==> src/rtl/div_sequencer.sv <==
`timescale 1ns/1ps
// div_sequencer: multi-cycle signed 32-bit divider controller.
//
// Runs a non-restoring divide step for 32 iterations on magnitudes, then
// applies the remainder correction and sign fix-up. The result is presented
// with a one-cycle ready pulse.
//
// Optional feature macro: DIV_REMAINDER_EN (adds data_remainder output).
//
// Ports:
//   clock           system clock, rising edge active
//   reset_n         asynchronous active-low reset
//   ctrl_DIV        start pulse, accepted only while idle
//   data_operandA   signed dividend, sampled on the start edge
//   data_operandB   signed divisor, sampled on the start edge
//   data_result     signed quotient, held until the next accepted start
//   data_exception  divide-by-zero flag, valid with data_result
//   data_resultRDY  one-cycle pulse marking the outputs valid
//   busy            high from the cycle after a start until ready drops
//   data_remainder  signed remainder (only with DIV_REMAINDER_EN)
module div_sequencer #(
    parameter int unsigned WIDTH = 32,
    parameter int unsigned CNT_W = 6
) (
    input  logic             clock,
    input  logic             reset_n,
    input  logic             ctrl_DIV,
    input  logic [WIDTH-1:0] data_operandA,
    input  logic [WIDTH-1:0] data_operandB,
    output logic [WIDTH-1:0] data_result,
    output logic             data_exception,
    output logic             data_resultRDY,
`ifdef DIV_REMAINDER_EN
    output logic [WIDTH-1:0] data_remainder,
`endif
    output logic             busy
);

    typedef enum logic [1:0] {StIdle, StRun, StFix, StDone} state_e;

    state_e             state_q, state_d;
    logic [CNT_W-1:0]   cnt_q, cnt_d;
    // Partial remainder carries one extra sign bit so divisor magnitudes up
    // to 2^31 cannot overflow the shifted value.
    logic [WIDTH:0]     a_q, a_d;
    logic [WIDTH-1:0]   q_q, q_d;
    logic [WIDTH-1:0]   m_q, m_d;
    logic               sign_quo_q, sign_quo_d;
    logic [WIDTH-1:0]   result_q, result_d;
    logic               exc_q, exc_d;
`ifdef DIV_REMAINDER_EN
    logic               sign_rem_q, sign_rem_d;
    logic [WIDTH-1:0]   rem_q, rem_d;
    logic [WIDTH-1:0]   rem_fix;
`endif

    logic [WIDTH:0]     a_shift;
    logic [WIDTH:0]     a_new;
    logic [WIDTH-1:0]   q_new;
    logic [WIDTH-1:0]   abs_a;
    logic [WIDTH-1:0]   abs_b;

    // Single non-restoring step: shift {A,Q} left, add or subtract M by the
    // sign of the previous partial remainder, quotient bit is the new sign inverted.
    always_comb begin
        a_shift = {a_q[WIDTH-1:0], q_q[WIDTH-1]};
        a_new   = a_q[WIDTH] ? (a_shift + {1'b0, m_q}) : (a_shift - {1'b0, m_q});
        q_new   = {q_q[WIDTH-2:0], ~a_new[WIDTH]};
    end

    // Two's complement wrap: |INT_MIN| stays 0x80000000, read as unsigned 2^31.
    assign abs_a = data_operandA[WIDTH-1] ? -data_operandA : data_operandA;
    assign abs_b = data_operandB[WIDTH-1] ? -data_operandB : data_operandB;

`ifdef DIV_REMAINDER_EN
    // Corrected remainder lies in [0, M), so the low WIDTH bits are exact.
    assign rem_fix = a_q[WIDTH] ? (a_q[WIDTH-1:0] + m_q) : a_q[WIDTH-1:0];
`endif

    always_comb begin
        state_d    = state_q;
        cnt_d      = cnt_q;
        a_d        = a_q;
        q_d        = q_q;
        m_d        = m_q;
        sign_quo_d = sign_quo_q;
        result_d   = result_q;
        exc_d      = exc_q;
`ifdef DIV_REMAINDER_EN
        sign_rem_d = sign_rem_q;
        rem_d      = rem_q;
`endif
        case (state_q)
            StIdle: begin
                if (ctrl_DIV) begin
                    sign_quo_d = data_operandA[WIDTH-1] ^ data_operandB[WIDTH-1];
                    a_d        = '0;
                    q_d        = abs_a;
                    m_d        = abs_b;
                    cnt_d      = '0;
`ifdef DIV_REMAINDER_EN
                    sign_rem_d = data_operandA[WIDTH-1];
`endif
                    if (data_operandB == '0) begin
                        state_d  = StDone;
                        result_d = '0;
                        exc_d    = 1'b1;
`ifdef DIV_REMAINDER_EN
                        rem_d    = data_operandA;
`endif
                    end else begin
                        state_d = StRun;
                    end
                end
            end
            StRun: begin
                a_d   = a_new;
                q_d   = q_new;
                cnt_d = cnt_q + CNT_W'(1);
                if (cnt_q == CNT_W'(WIDTH - 1)) begin
                    state_d = StFix;
                end
            end
            StFix: begin
                result_d = sign_quo_q ? -q_q : q_q;
                exc_d    = 1'b0;
`ifdef DIV_REMAINDER_EN
                rem_d    = sign_rem_q ? -rem_fix : rem_fix;
`endif
                state_d  = StDone;
            end
            StDone: begin
                state_d = StIdle;
            end
            default: begin
                state_d = StIdle;
            end
        endcase
    end

    always_ff @(posedge clock or negedge reset_n) begin
        if (!reset_n) begin
            state_q    <= StIdle;
            cnt_q      <= '0;
            a_q        <= '0;
            q_q        <= '0;
            m_q        <= '0;
            sign_quo_q <= 1'b0;
            result_q   <= '0;
            exc_q      <= 1'b0;
`ifdef DIV_REMAINDER_EN
            sign_rem_q <= 1'b0;
            rem_q      <= '0;
`endif
        end else begin
            state_q    <= state_d;
            cnt_q      <= cnt_d;
            a_q        <= a_d;
            q_q        <= q_d;
            m_q        <= m_d;
            sign_quo_q <= sign_quo_d;
            result_q   <= result_d;
            exc_q      <= exc_d;
`ifdef DIV_REMAINDER_EN
            sign_rem_q <= sign_rem_d;
            rem_q      <= rem_d;
`endif
        end
    end

    assign data_result    = result_q;
    assign data_exception = exc_q;
    assign data_resultRDY = (state_q == StDone);
    assign busy           = (state_q != StIdle);
`ifdef DIV_REMAINDER_EN
    assign data_remainder = rem_q;
`endif

endmodule

==> config.mk <==
export PLATFORM = sky130hd
export DESIGN_NAME = div_sequencer
export DESIGN_NICKNAME = d
export VERILOG_FILES = /design/src/rtl/div_sequencer.sv
export SDC_FILE = /design/constraint.sdc
export NUM_CORES = 1
export LEC_CHECK = 0
export ABC_AREA = 1
export CELL_PAD_IN_SITES_DETAIL_PLACEMENT = 1
export CELL_PAD_IN_SITES_GLOBAL_PLACEMENT = 1
export CORE_MARGIN = 2
export CORE_UTILIZATION = 45
export DETAILED_ROUTE_END_ITERATION = 12
export PLACE_DENSITY = 0.84
export REMOVE_ABC_BUFFERS = 1
export SYNTH_ARGS = -nofsm -noshare
export SYNTH_HDL_FRONTEND = slang
export SYNTH_SLANG_ARGS = --single-unit
==> constraint.sdc <==
create_clock -name clock -period 5.1 [get_ports clock]
set_input_delay 0.765 -clock clock [delete_from_list [all_inputs] [get_ports clock]]
set_output_delay 0.765 -clock clock [all_outputs]
set_load 0.05 [all_outputs]
==> results of run 1 <==
[layout by cell type (no fill, tap or decap), types with 4 or more instances in the layout]
cell and count:
nand2_1 535, inv_1 212, nor2_1 179, dfrtp_1 139
nand3_1 129, o21ai_0 126, clkdlybuf4s50_1 100, a21oi_1 92
xor2_1 69, ha_1 41, nor3_1 31, nand4_1 27
o21ai_2 21, clkbuf_16 17, nor2_2 12, o21ai_1 12
o31ai_1 11, buf_4 10, xnor2_1 9, o211ai_1 8
nand3b_1 7, o21bai_1 6, or2_2 5, bufinv_16 5
nand2_2 4
[final cells by class]
class,count,area (um^2)
Clock inverter,14,216.5
Tap cell,330,412.9
Fill cell,3407,11710
Clock buffer,18,429.2
Timing Repair Buffer,111,1087
Multi-Input combinational cell,1356,6827
Inverter,215,807.0
Sequential cell,139,3478
[state kept, by name, summed over array words and instances (netlist names)]
register	cells
cnt_q	6
a_q	33
data_result	32
m_q	32
sign_quo_q	1
q_q	32
state_q	2
data_exception	1
[stage by stage]
step | std cells | setup WS (ns)
floorplan | 1710 | 1.939
global placement | 2151 | 1.857
detailed placement | 2151 | 1.783
CTS | 2183 | 1.607
global route | 2183 | 1.253
finish | 2183 | 1.569
[logic make-up (layout without fill, tap and decap cells)]
family                     count (synthesis)  after routing  synth area share
DFF                                      139            139            0.3070
AOI/OAI and AO/OA                        295            295            0.1478
and+or+nand+nor                          941            941            0.3474
xor gates and xnor gates                  78             78           0.06030
adders and majority gates                 42             42           0.04705
buffers and inverters                    261            358           0.09045
[power breakdown]
group | internal (uW) | switching [uW] | total, uW | leakage, uW
sequential | 1630 | 516 | 2140 | 0.00176
combinational | 2230 | 4870 | 7090 | 0.00448
clock | 872 | 539 | 1410 | 0.000315
[per-layer routing]
metal  vias to the layer above  wire length (um)  GRT usage
met3                       108              1335    0.03591
met1                      5954             16730     0.3573
met4                         0              1828     0.1476
li1                       5837                 -          -
met2                       292             20420     0.5778
met5                         -                 0          0
[worst max path at each step]
stage / depth (start not counted) / slack, ns / end / from
global placement: 20 / 1.86 / a_q[28]$_DFFE_PN0P_ / m_q[2]$_DFFE_PN0P_
floorplan: 8 / 1.94 / q_q[5]$_DFFE_PN0P_ / state_q[1]$_DFFE_PN0P_
detailed placement: 19 / 1.78 / a_q[28]$_DFFE_PN0P_ / m_q[0]$_DFFE_PN0P_
global route: 20 / 1.25 / a_q[28]$_DFFE_PN0P_ / m_q[2]$_DFFE_PN0P_
finish: 20 / 1.57 / a_q[28]$_DFFE_PN0P_ / m_q[2]$_DFFE_PN0P_
CTS: 20 / 1.61 / a_q[28]$_DFFE_PN0P_ / m_q[2]$_DFFE_PN0P_
==> flow_summary.yaml, run 1 <==
timing:
  slew_violations: 0
  post-route-min-period_ns: 3.531
  setup_violations: 0
  fmax_mhz: 283.2
  finalClockSkew_ns: 0.01377
  max_slew_margin: 0.4752
  fin_tns_setup_ns: 0
  rsz0062_at_grt: "no"
  worst_pin_slew_ns: 0.7861
  whs_ns: 0.3105
  finalHoldViolations: 0
  final.period_utilization: 0.6923
yosys:
  yosys_warnings: 0
  syn-instance-count: 1756
  synth_area_leaders: "dfrtp_1, nand2_1, inv_1, nor2_1, nand3_1"
  synth_ff_type: "dfrtp_1"
  synth_area_um2: 11330
  synth_most_common_cell: "nand2_1"
  synth_top_area_cell: "dfrtp_1"
  synth.top_cell.area_share: 0.3070
  seq_area_frac_synth: 0.3070
  synthTopCellsByCount: "nand2_1, inv_1, nor2_1"
  synth_seq_cells: 139
  synth.distinct_cells: 44
  synth_edf_count: 0
  async_reset_ff_frac: 1.000
  synth_area_per_cell_um2: 6.452
drt:
  drtIter0Drc: 684
  viasPerCell: 5.585
  drt_wl_total_um: 40310
  dr.pass1.iters: 5
  drc: 0
  final_antenna_net_count: 0
  routedWlPerCell_um: 18.47
  vias: 12190
clocking:
  post_cts_resized: 0
  cts_hold_buf: 0
  clock_path_buffers: 2
  clkSlewWorstSetupHoldPaths_ns: 0.07
  tritoncts: "done"
  cts_setup_buffers: 0
  htree_levels: 4
  cts_made_buffers: 17
  cts.sinks: 139
  clock-root-buffer: "clkbuf_16"
  clk_latency_ns: 0.43
layout:
  synthToLayoutAreaGrowth_pct: 17.02
  design_area_um2: 13260
  utilization: 0.5311
  fin_nets: 1949
  drive_above_1_share: 0.04965
  diodes: 0
worst_setup_path:
  slowest_stage: "dfrtp_1"
  worstReg2RegEnd: "a_q[28]$_DFFE_PN0P_"
  r2r-start: "m_q[2]$_DFFE_PN0P_"
  critPathCaptureType: "flip-flop"
  crit_path_frequent_cell: "nand2_1"
  reg2reg_slack_ns: 1.57
  critPathKind: "reg -> reg"
  max_stage_delay_ns: 0.42
  arrival_ns: 3.85
  worstPathMaxFanout: 5
  critPathBufInv: 1
  reg2reg_depth: 20
  critPathTopFamily: "simple AND/OR/NAND/NOR gates"
  crit_chain: "nor2_1 -> nand4_1 -> nor2_1 -> nand2_1 -> nor3_2 -> nand2_1 -> nand2_1 -> nand2_1 -> nand2_1 -> nand2_1 -> ha_1 -> nand2_1 -> inv_1 -> nand2_1 -> nor3_1 -> nand3_1 -> nand2_1 -> nand2_1 -> nand3_1 -> nand2_1"
  crit_required_ns: 5.42
  startpoint_type: "flip-flop"
power_and_ir_drop:
  power_density_nw_per_um2: 803.2
  p_leak_uw: 0.006551
  finalPower_uw: 10650
  vdd_drop_max_v: 0.0003963
grt:
  grt_first_pass_wirelength_um: 65580
  grt_max_degree: 63
  grt_pass1_vias: 12870
  grt_usage: 0.3119
  grt_overflow_total: 0
  grt_antenna_before_repair: 0
min_path:
  hold_path_class: "in -> async"
place:
  hpwlAfterDp_um: 30810
  portBuffers: 101
  finalWeightedCongestion: 0.9741
  placed_area_um2: 12610
floorplan:
  die_w_um: 162.7
  io_pins: 102
  die_h_um: 162.7
  core-area_um2: 24960
  dieArea_um2: 26460
  row_count: 58
  floorplan.initialDensity: 0.4538
flow_run:
  cap_violations: 0
status:
  status: "completed"
(Power assumes the default switching activity.)
==> inputs of run 2 (changes only) <==
- CORE_UTILIZATION: 45 -> 38
- PLACE_DENSITY: 0.84 -> 0.75
- clock period: 5.1 -> 3.18 ns (I/O delays scaled with it)
==> run 2 against run 1 <==
  * Clock power increased by 35%
  * Largest power group unchanged
  * Global-route usage down 4.8 points
  * Sequential power grew 59%
  * Critical path type unchanged
  * Via count fell by 2.0%
  * Wire length increased by 1.0%
  * Cell count rose by 3.8%
==> flow_summary.yaml, run 2 (same netlist as run 1, synthesis figures left out) <==
status:
  status: "completed"
drt:
  dr.pass1.iters: 4
  final_antenna_net_count: 0
  viasPerCell: 5.272
  drt_wl_total_um: 40730
  drtIter0Drc: 561
  drc: 0
  vias: 11950
  routedWlPerCell_um: 17.98
clocking:
  clock-root-buffer: "clkbuf_16"
  clk_latency_ns: 0.44
  clkSlewWorstSetupHoldPaths_ns: 0.07
  cts.sinks: 139
  cts_made_buffers: 17
  htree_levels: 4
  clock_path_buffers: 2
  tritoncts: "done"
floorplan:
  dieArea_um2: 31210
  core-area_um2: 29480
  die_h_um: 176.7
  row_count: 63
  die_w_um: 176.7
  floorplan.initialDensity: 0.3843
  io_pins: 102
layout:
  design_area_um2: 13760
  diodes: 0
  drive_above_1_share: 0.1034
  fin_nets: 1972
  synthToLayoutAreaGrowth_pct: 21.47
  n_fill_cell: 3893
  multi_input_area_um2: 7162
  mostFrequentLayoutCells: "nand2_1, inv_1, nor2_1"
  layout_commonest_cell: "nand2_1"
  top_register: "a_q"
  largest_register_ffs: 33
  ff_latch_area_um2: 3478
power_and_ir_drop:
  finalPower_uw: 17800
  p_leak_uw: 0.006630
  power_density_nw_per_um2: 1294
  vdd_drop_max_v: 0.0006681
timing:
  setup_violations: 0
  fmax_mhz: 323.9
  finalHoldViolations: 0
  max_slew_margin: 0.4579
  setup_ws_ns: 0.09224
  final.period_utilization: 0.9710
  whs_ns: 0.4172
  slew_violations: 0
  post-route-min-period_ns: 3.088
  fin_tns_setup_ns: 0
  finalClockSkew_ns: 0.01024
  worst_pin_slew_ns: 0.8063
  rsz0062_at_grt: "yes"
worst_setup_path:
  worstPathMaxFanout: 4
  arrival_ns: 3.43
  critPathKind: "reg -> reg"
  critPathCaptureType: "flip-flop"
  worstReg2RegEnd: "a_q[24]$_DFFE_PN0P_"
  crit_start: "m_q[4]$_DFFE_PN0P_"
  startpoint_type: "flip-flop"
  r2r-start: "m_q[4]$_DFFE_PN0P_"
  reg2reg_slack_ns: 0.09
  reg2reg_depth: 18
  crit_required_ns: 3.52
grt:
  grt_max_degree: 89
  grt_usage: 0.2637
  grt_pass1_vias: 12580
  grt_antenna_before_repair: 0
  grt_overflow_total: 0
  gr-usage-met2: 0.4880
  use_met1: 0.3081
  busiest_layer: "met2"
  grt_first_pass_wirelength_um: 64730
  grt_util_met3: 0.02749
flow_run:
  cap_violations: 0
place:
  hpwlAfterDp_um: 31500
  finalWeightedCongestion: 0.8902
  placed_area_um2: 12810
  place_ws_ns: -0.03652
  portBuffers: 101
min_path:
  hold_path_class: "in -> async"
## run 2: worst max-delay path by stage
stage | cells after the start | endpoint | slack [ns]
final | 18 | a_q[24]$_DFFE_PN0P_ | 0.09
after CTS | 19 | a_q[32]$_DFFE_PN0P_ | 0.01
after global placement | 20 | a_q[32]$_DFFE_PN0P_ | 0.08
after detailed placement | 20 | a_q[32]$_DFFE_PN0P_ | -0.04
after floorplan | 8 | q_q[5]$_DFFE_PN0P_ | 0.02
after global routing | 22 | q_q[0]$_DFFE_PN0P_ | -0.16
## run 2: through the flow
step                      cells    util
after floorplan            1710       -
after global placement     2224  0.4345
after detailed placement   2224  0.4345
after CTS                  2257  0.4537
after global routing       2266  0.4668
final                      2266  0.4668
## run 2: what timing repair did
item / in CTS / in global routing
hold buffers: 1 / 0
setup endpoints to repair: 2 / 21
resized for setup: 4 / 91
hold endpoints to repair: 12 / 0
setup buffers: 0 / 9
pin swaps: 3 / 29
## run 2: cell type report
class                   instances  area share
clock buffers                  19     0.03218
inverters                     215     0.05864
clock inverters                13    0.007001
repair buffers                134     0.09355
multi-input cells            1356      0.5204
flip-flops and latches        139      0.2528
well taps                     390     0.03546
## run 2: where the power goes
part	total (uW)	switching, uW	internal [uW]
registers	3410	801	2610
clock network	1900	884	1020
logic	12500	8330	4160
## run 2: per-layer routing
| metal | up-vias | routed length, um | share of wire |
|---|---|---|---|
| met5 | - | 0 | 0 |
| met3 | 77 | 993 | 0.024 |
| met4 | 0 | 1442 | 0.035 |
| met1 | 5763 | 17250 | 0.42 |
| met2 | 216 | 21050 | 0.52 |
| li1 | 5890 | - | - |
## run 2: worst max-delay path: stages (launching register included)
cell and delay, ns:
dfrtp_1 0.42, inv_1 0.13, nand4_1 0.19, nor2_2 0.20
nand2_2 0.10, nor3_4 0.24, nor2_1 0.08, xor2_1 0.16
ha_1 0.36, nand2_1 0.09, nand2_1 0.08, nand2_1 0.08
nand2_1 0.08, a21oi_1 0.16, nand2_2 0.12, a21oi_1 0.25
nand2_1 0.08, nand3_1 0.09, nand2_1 0.05
==> inputs of run 3 (changes only) <==
- ABC_AREA: 1 -> not set
- CORE_UTILIZATION: 38 -> 44
- PLACE_DENSITY: 0.75 -> not set
- PLACE_DENSITY_LB_ADDON: not set -> 0.1
- clock period: 3.18 -> 3.4 ns (I/O delays scaled with it)
==> run 3 against run 2 <==
  * The run now ends with negative setup slack left
  * Global-route usage is 1.5 points higher
  * First-iteration DRC count fell by 20%
  * Worst hold slack got worse by 0.27 ns
  * Critical path depth did not move
  * Largest cell class unchanged
==> flow_summary.yaml, run 3 <==
status:
  status: "finished, violations left"
  failed_checks: "negative setup slack"
worst_setup_path:
  critPathKind: "reg -> reg"
  critPathCaptureType: "flip-flop"
  max_stage_delay_ns: 0.39
  crit_required_ns: 3.72
  startpoint_type: "flip-flop"
  slowest_stage: "dfrtp_1"
  crit_start: "m_q[3]$_DFFE_PN0P_"
  arrival_ns: 4.02
  r2r-start: "m_q[3]$_DFFE_PN0P_"
  worstPathMaxFanout: 4
  reg2reg_depth: 18
  crit_chain: "nor3_2 -> and3_4 -> and3b_2 -> buf_4 -> buf_6 -> nor2_1 -> xnor2_1 -> ha_1 -> a21o_1 -> a31oi_4 -> a211o_4 -> buf_6 -> a31oi_4 -> a21oi_2 -> o31ai_2 -> buf_4 -> xnor2_2 -> o21ai_1"
layout:
  drive_above_1_share: 0.2098
  diodes: 0
  top_register: "a_q"
  multi_input_area_um2: 6324
  synthToLayoutAreaGrowth_pct: 38.08
  largest_register_ffs: 33
  mostFrequentLayoutCells: "nand2_1, buf_4, dfrtp_1"
  ff_latch_area_um2: 3478
  n_fill_cell: 2519
  layout_commonest_cell: "nand2_1"
  layoutNonFillerInstCount: 1667
  fin_nets: 1484
clocking:
  clkSlewWorstSetupHoldPaths_ns: 0.07
  clock-root-buffer: "clkbuf_16"
  cts_made_buffers: 17
  tritoncts: "done"
  htree_levels: 4
  cts.sinks: 139
  clk_latency_ns: 0.44
  clock_path_buffers: 2
  cts_hold_buf: 0
drt:
  viasPerCell: 5.803
  routedWlPerCell_um: 20.92
  vias: 9673
  dr.pass1.iters: 4
  drc: 0
  drt_wl_total_um: 34880
  final_antenna_net_count: 0
  drtIter0Drc: 446
place:
  finalWeightedCongestion: 0.8368
  place_inst: 1607
  place_ws_ns: -0.4200
  hpwlAfterDp_um: 22710
  portBuffers: 101
grt:
  grt_overflow_total: 0
  grt_pass1_vias: 9644
  grt_max_degree: 91
  grt_usage: 0.2784
  grt_first_pass_wirelength_um: 50190
  grt_antenna_before_repair: 1
yosys:
  synth.distinct_cells: 62
  synthTopCellsByCount: "nand2_1, dfrtp_1, o21ai_0"
  synth_ff_type: "dfrtp_1"
  synth_most_common_cell: "nand2_1"
  synth_area_um2: 9590
  synth_seq_cells: 139
  synth_area_leaders: "dfrtp_1, xor2_1, o21ai_0, nand2_1, ha_1"
  seq_area_frac_synth: 0.3627
  yosys_warnings: 0
  synth_area_per_cell_um2: 8.391
  async_reset_ff_frac: 1.000
  syn-instance-count: 1143
  synth.top_cell.area_share: 0.3627
  synth_edf_count: 0
  synth_top_area_cell: "dfrtp_1"
timing:
  final.period_utilization: 1.091
  setup_violations: 18
  fin_tns_setup_ns: -3.418
  setup_ws_ns: -0.3079
  finalHoldViolations: 0
  worst_pin_slew_ns: 0.8906
  finalClockSkew_ns: 0.01858
  post-route-min-period_ns: 3.708
  rsz0062_at_grt: "yes"
  max_slew_margin: 0.4063
  slew_violations: 0
  fmax_mhz: 269.7
min_path:
  hold_path_class: "in -> async"
floorplan:
  io_pins: 102
  dieArea_um2: 22990
  die_w_um: 151.6
  floorplan.initialDensity: 0.4436
  die_h_um: 151.6
  core-area_um2: 21620
  row_count: 54
flow_run:
  cap_violations: 0
run 3: critical path: cells and delay by family, from the launching register on:
| family | cells | cell delay, ns |
|---|---|---|
| flip-flops | 1 | 0.39 |
| AO/OA/AOI/OAI | 7 | 1.31 |
| buffers and inverters | 4 | 0.53 |
| adder cells (fa/ha/maj) | 1 | 0.26 |
| XOR/XNOR | 2 | 0.41 |
| AND/OR/NAND/NOR | 4 | 0.70 |
run 3: per-stage QoR:
step	utilization	cell area, um^2	hold slack, ns
2_1_floorplan	-	9369	0.2144
3_3_place_gp	0.5473	11830	0.4655
3_5_place_dp	0.5473	11830	0.4700
4_1_cts	0.5870	12690	0.1856
5_1_grt	0.6125	13240	0.1978
6_report	0.6125	13240	0.1492
run 3: cell families (layout without fill, tap and decap cells):
kind of cell / after synthesis / after routing / share of synthesized area
AO/OA/AOI/OAI: 363 / 363 / 0.2331
XOR/XNOR: 149 / 149 / 0.1361
multiplexers: 5 / 5 / 0.005349
buffers and inverters: 85 / 329 / 0.03483
adder cells (fa/ha/maj): 42 / 42 / 0.05558
flip-flops: 139 / 139 / 0.3627
AND/OR/NAND/NOR: 360 / 360 / 0.1723
run 3: worst paths after layout:
check                                 endpoint  slack (ns)
max                        a_q[26]$_DFFE_PN0P_       -0.31
min                         a_q[8]$_DFFE_PN0P_        0.15
max reg2reg                a_q[26]$_DFFE_PN0P_       -0.31
min reg2reg                m_q[19]$_DFFE_PN0P_        0.49
max in group asynchronous  m_q[17]$_DFFE_PN0P_        2.45
min in group clock         m_q[19]$_DFFE_PN0P_        0.49
run 3: cell type report:
cell class | count | share of cell area
clock buffers | 20 | 0.03524
clock inverters | 11 | 0.009921
inverters | 30 | 0.008503
multi-input cells | 919 | 0.4775
flip-flops and latches | 139 | 0.2627
well taps | 280 | 0.02646
repair buffers | 268 | 0.1797
run 3: routing by layer:
| metal | track usage | routed length (um) | up-vias | part of all wire |
|---|---|---|---|---|
| met2 | 0.4998 | 18150 | 215 | 0.52 |
| met1 | 0.3414 | 14380 | 4837 | 0.41 |
| met4 | 0.09306 | 1254 | 2 | 0.036 |
| met5 | 0 | 16 | - | 0.00046 |
| met3 | 0.04222 | 1083 | 91 | 0.031 |
| li1 | - | - | 4528 | - |
run 3: timing repair:
action,in CTS,in global routing
buffers inserted,11,20
resized for setup,43,98
endpoints found under the setup margin,11,17
pin swaps,37,61
Power of run 3 is not shown: default switching activity piles up to over one toggle a cycle in this logic, so the estimate is an artifact.
